===== config.mk =====
export PLATFORM = sky130hd
export DESIGN_NAME = instruction_fetch_unit
export DESIGN_NICKNAME = d
export VERILOG_FILES = /design/src/rtl/instruction_fetch_unit.sv
export SDC_FILE = /design/constraint.sdc
export NUM_CORES = 1
export LEC_CHECK = 0
export ABC_CLOCK_PERIOD_IN_PS = 4610
export BUFFER_PORTS_ARGS = -buffer_cell sky130_fd_sc_hd__buf_2
export CORE_MARGIN = 10
export CORE_UTILIZATION = 52
export CTS_BUF_LIST = sky130_fd_sc_hd__clkbuf_2 sky130_fd_sc_hd__clkbuf_4 sky130_fd_sc_hd__clkbuf_8
export DETAILED_ROUTE_END_ITERATION = 12
export PLACE_DENSITY = 0.87
export SLEW_MARGIN = 20
export SYNTH_ARGS = -nofsm -noshare
export SYNTH_HDL_FRONTEND = slang
export SYNTH_SLANG_ARGS = --single-unit

===== constraint.sdc =====
create_clock -name Clock -period 4.61 [get_ports Clock]
set_clock_uncertainty 0.15 [all_clocks]
set_input_delay 0.461 -clock Clock [delete_from_list [all_inputs] [get_ports Clock]]
set_output_delay 0.461 -clock Clock [all_outputs]
set_load 0.005 [all_outputs]

===== src/rtl/instruction_fetch_unit.sv =====
// ---------------------------------------------------------------------------
// instruction_fetch_unit
//
// Fetches one 16-bit little-endian instruction as two byte reads from memory.
// The address comes straight from the PC output of the address register file;
// the PC is advanced by this unit through ArfRegSel/ArfFunSel on every byte
// that memory actually delivers.  Each byte request may wait for MemReady up
// to TIMEOUT cycles before the fetch is abandoned with an Error pulse.
//
// Ports
//   Clock      : single clock, rising edge
//   Reset      : synchronous, active-high
//   Start      : fetch request, only looked at while idle
//   PcIn[15:0] : current PC from the address register file
//   MemData[7:0], MemReady : memory read data and its completion strobe
//   MemAddr[15:0], MemRead : memory read request (MemAddr = PcIn while reading)
//   ArfFunSel[2:0], ArfRegSel[2:0] : register file control (RegSel active-low)
//   IR[15:0]   : last successfully fetched instruction
//   Busy       : fetch in progress (any state other than idle)
//   Done       : one-cycle pulse after a successful fetch
//   Error      : one-cycle pulse after a timed-out fetch
// ---------------------------------------------------------------------------
module instruction_fetch_unit #(
  parameter int unsigned TIMEOUT = 15,
  parameter logic [2:0]  FUN_INC = 3'b001
) (
  input  logic        Clock,
  input  logic        Reset,
  input  logic        Start,
  input  logic [15:0] PcIn,
  input  logic [7:0]  MemData,
  input  logic        MemReady,
  output logic [15:0] MemAddr,
  output logic        MemRead,
  output logic [2:0]  ArfFunSel,
  output logic [2:0]  ArfRegSel,
  output logic [15:0] IR,
  output logic        Busy,
  output logic        Done,
  output logic        Error
);

  typedef enum logic [1:0] {
    IDLE   = 2'd0,
    REQ_LO = 2'd1,
    REQ_HI = 2'd2,
    DONE   = 2'd3
  } state_t;

  // Last counter value at which a missing MemReady still ends the request.
  localparam logic [7:0] WAIT_LAST = 8'(TIMEOUT - 1);

  // RegSel is active-low: only bit 2 (PC) low selects the PC for increment.
  localparam logic [2:0] REGSEL_PC   = 3'b011;
  localparam logic [2:0] REGSEL_NONE = 3'b111;
  localparam logic [2:0] FUNSEL_NOP  = 3'b000;

  state_t      state_q, state_d;
  logic [7:0]  lo_q, lo_d;
  logic [15:0] ir_q, ir_d;
  logic [7:0]  wait_q, wait_d;
  logic        error_q, error_d;

  logic        mem_read;
  logic        pc_inc;
  logic        done;

  always_comb begin
    state_d  = state_q;
    lo_d     = lo_q;
    ir_d     = ir_q;
    wait_d   = wait_q;
    error_d  = 1'b0;
    mem_read = 1'b0;
    pc_inc   = 1'b0;
    done     = 1'b0;

    case (state_q)
      IDLE: begin
        if (Start) begin
          state_d = REQ_LO;
          wait_d  = 8'd0;
        end
      end

      REQ_LO: begin
        mem_read = 1'b1;
        if (MemReady) begin
          // A byte served on the final wait cycle still counts as success.
          pc_inc  = 1'b1;
          lo_d    = MemData;
          wait_d  = 8'd0;
          state_d = REQ_HI;
        end else if (wait_q == WAIT_LAST) begin
          error_d = 1'b1;
          wait_d  = 8'd0;
          state_d = IDLE;
        end else begin
          wait_d = wait_q + 8'd1;
        end
      end

      REQ_HI: begin
        mem_read = 1'b1;
        if (MemReady) begin
          pc_inc  = 1'b1;
          ir_d    = {MemData, lo_q};
          wait_d  = 8'd0;
          state_d = DONE;
        end else if (wait_q == WAIT_LAST) begin
          // The low-byte increment already happened and is deliberately kept.
          error_d = 1'b1;
          wait_d  = 8'd0;
          state_d = IDLE;
        end else begin
          wait_d = wait_q + 8'd1;
        end
      end

      DONE: begin
        done    = 1'b1;
        state_d = IDLE;
      end

      default: begin
        state_d = IDLE;
      end
    endcase
  end

  always_ff @(posedge Clock) begin
    if (Reset) begin
      state_q <= IDLE;
      lo_q    <= 8'h00;
      ir_q    <= 16'h0000;
      wait_q  <= 8'h00;
      error_q <= 1'b0;
    end else begin
      state_q <= state_d;
      lo_q    <= lo_d;
      ir_q    <= ir_d;
      wait_q  <= wait_d;
      error_q <= error_d;
    end
  end

  assign MemRead   = mem_read;
  assign MemAddr   = mem_read ? PcIn : 16'h0000;
  assign ArfRegSel = pc_inc ? REGSEL_PC : REGSEL_NONE;
  assign ArfFunSel = pc_inc ? FUN_INC : FUNSEL_NOP;
  assign IR        = ir_q;
  assign Busy      = (state_q != IDLE);
  assign Done      = done;
  // Error is only ever set on the edge into IDLE, so it cannot overlap Done.
  assign Error     = error_q;

endmodule


==> results.md <==
* Status: finished, final reports clean
* Cells after Synth at 203
* Simple-gate share of the synthesized area at 0.295
* WP data arrival at ~1.7 ns
* Antenna violations before repair at 0
* DRC errors left at 0
* Final setup fails at 0
* Cell area after synthesis at between 0.0015 and 0.002 mm²
* FILL cells at 249
* Antenna Cells at 0
* Tightest Hold Check Type: primary input to register
* Compound-gate portion of the synthesized area at 0.117
* Adder-cell share of the synthesized area at 0.0469
* Grt ovf at 0
* Largest family of logic cells by synthesized area: simple AND/OR/NAND/NOR gates
* Vias in the first global route at 1556
* Minimum clock period at 2.34 ns
* Die H at about 75 µm
* Tot GR Track Use at 0.148
* Post-CTS Setup Inserts at 0
* Initial Util at 0.533
* Commonest cells after routing, fill and taps aside: buf_2, nand2_1, dfxtp_1
* Sequential element share of the synthesized area at 0.438
* Layout Cell Area excl Fill at 0.00195 mm²
* First-pass GRT wire length at ~6600 µm
* Rel. slew slack at 0.625
* CP max FO at 21
* Top-level port count at 70
* Post-placement cell area at 0.00190 mm²
* Avg Synthesized Cell Area at about 7.9 µm²
* CP Class: register to output port
* Final net count at 296
* CP endpoint kind: output port
* Post-synthesis cell type count at 28
* Worst endpoint required time at 4.00 ns
* Area Growth Syn to Fin at 22.0%
* CTS Buf Count at 5
* Worst skew pair latency at 0.34 ns
* Max Cap Viol at 0
* Routed vias at about 1500
* Number of synthesized register bits at 35
* Layout cell share with drive strength beyond 1 at 0.285
* Die Footprint at 0.00570 mm²
* Number of routed nets with antenna violations at 0
* RSZ-0062 raised after global routing: false
* WL/cell at 13.6 µm
* Vias per std cell at 5.23
* Core area at 0.00300 mm²
* Clk sink count at 35
* PwrDens at 305 mW/mm²
* Bufs on Longest Clock Path at 2
* Largest net degree at the start of global routing at 29
* Synth Flop Type: dfxtp_1
* Setup Total Neg Slack at 0 ns
* Post-synth EDFFs at 0
* Hpwl dp at 3120 µm
* Hold buffer count at cts at 0
* Final GP Congestion at 0.803
* Synth Area in XOR/XNOR at 0.0219
* LEAKAGE at between 0.8 and 0.9 nW
* Max Freq at roughly 0.43 GHz
* Mux share of post-synthesis cell area at 0.0156
* CTS tree: done
* Placed cell count at 288
* Routed WL at 4030 µm
* Clock Root Buffer: clkbuf_4
* Slew Viols, Final at 0
* Slew @ Worst Pin at 0.562 ns
* Startpoint Class: register
* Finished Layout Cells at just under 300
* Die X-Extent at 75.5 µm
* Rows at 20
* Reg clk slew, reported paths at roughly 0.11 ns
* Ys async rst share at 0
* Final worst-path cycle share at 0.508
* Iteration count of the initial detailed-routing pass at 4
* CTS H-tree lvls at 2
* Hold Fails Final Rpt at 0
* Most frequent standard cell in the layout excluding fill and tap cells: buf_2
* Iter 0 DRT Violations at 105
* Max VDD drop at 0.000200 V
* Buffers on Ports at 65
* Synth Warn # at 0
* Post_cts resized at 0
## critical path: stages, from the launching register on
cell and delay [ns]:
dfxtp_1 0.41, inv_1 0.08, ha_1 0.58, and2_1 0.20, buf_2 0.11
## logic make-up (layout without fill, tap and decap cells)
group                      count (synthesis)  after routing
xor gates and xnor gates                   4              4
DFF                                       35             35
buffers and inverters                     20             78
AOI/OAI and AO/OA                         34             34
other                                      2              4
adders and majority gates                  6              6
and+or+nand+nor                          100            100
muxes                                      2              2
## layer usage
| metal | track usage | vias to the layer above | share of wire |
|---|---|---|---|
| met5 | 0 | - | 0 |
| met4 | 0.0742 | 0 | 0.022 |
| met3 | 0.0807 | 8 | 0.15 |
| met2 | 0.228 | 81 | 0.43 |
| met1 | 0.161 | 678 | 0.40 |
| li1 | - | 781 | - |
## power by group
part           leakage (nW)  switching (mW)  total, mW  internal [mW]
logic                 0.569          0.0618      0.110         0.0478
registers             0.283         0.00774      0.319          0.311
clock network        0.0317           0.103      0.167         0.0647
total                 0.884           0.172      0.596          0.424
## through the flow
step	util	hold slack, ns	power (mW)	worst slack, ns
6_report	0.651	0.208	0.596	2.27
3_3_place_gp	0.632	0.290	0.434	2.39
3_5_place_dp	0.632	0.295	0.436	2.31
5_1_grt	0.651	0.202	0.627	2.08
4_1_cts	0.651	0.200	0.601	2.24
2_1_floorplan	-	0.281	0.394	2.55
## worst paths after layout
kind / from / slack (ns) / endpoint / cells past startpoint
max: state_q[0] / 2.27 / MemAddr[0] / 4
min: MemData[1] / 0.21 / IR[9] / 3
max reg2reg: state_q[0] / 2.28 / wait_q[6] / 6
min reg2reg: IR[1] / 0.31 / IR[1] / 2
## synth_stat cells, drive strengths merged (2+ instances only)
cell / count / share of area
xor2: 3 / 0.016
nor2: 11 / 0.026
a31oi: 2 / 0.0078
nand2: 45 / 0.11
nand3: 12 / 0.038
a21oi: 26 / 0.081
dfxtp: 35 / 0.44
nor3: 4 / 0.013
o21ai: 2 / 0.0063
buf: 6 / 0.028
and2: 18 / 0.070
clkbuf: 9 / 0.021
inv: 5 / 0.012
nand2b: 2 / 0.0078
conb: 2 / 0.0047
or4b: 2 / 0.013
nand4: 3 / 0.012
ha: 6 / 0.047
## sequential cells by signal, summed over array words and instances (netlist names)
register / cells
Error: 1
IR: 16
lo_q: 8
state_q: 2
wait_q: 8
## cell type report
class | instances | area [µm²] | share of cell area
tap | 33 | 41.3 | 0.0211
inverter | 5 | 18.8 | 0.00960
multi-input combinational | 150 | 811 | 0.415
clock inverter | 2 | 12.5 | 0.00640
clock buffer | 6 | 45.0 | 0.0230
timing repair buffer | 65 | 325 | 0.166
sequential | 35 | 701 | 0.359
Power figures use the tool's default switching activity.
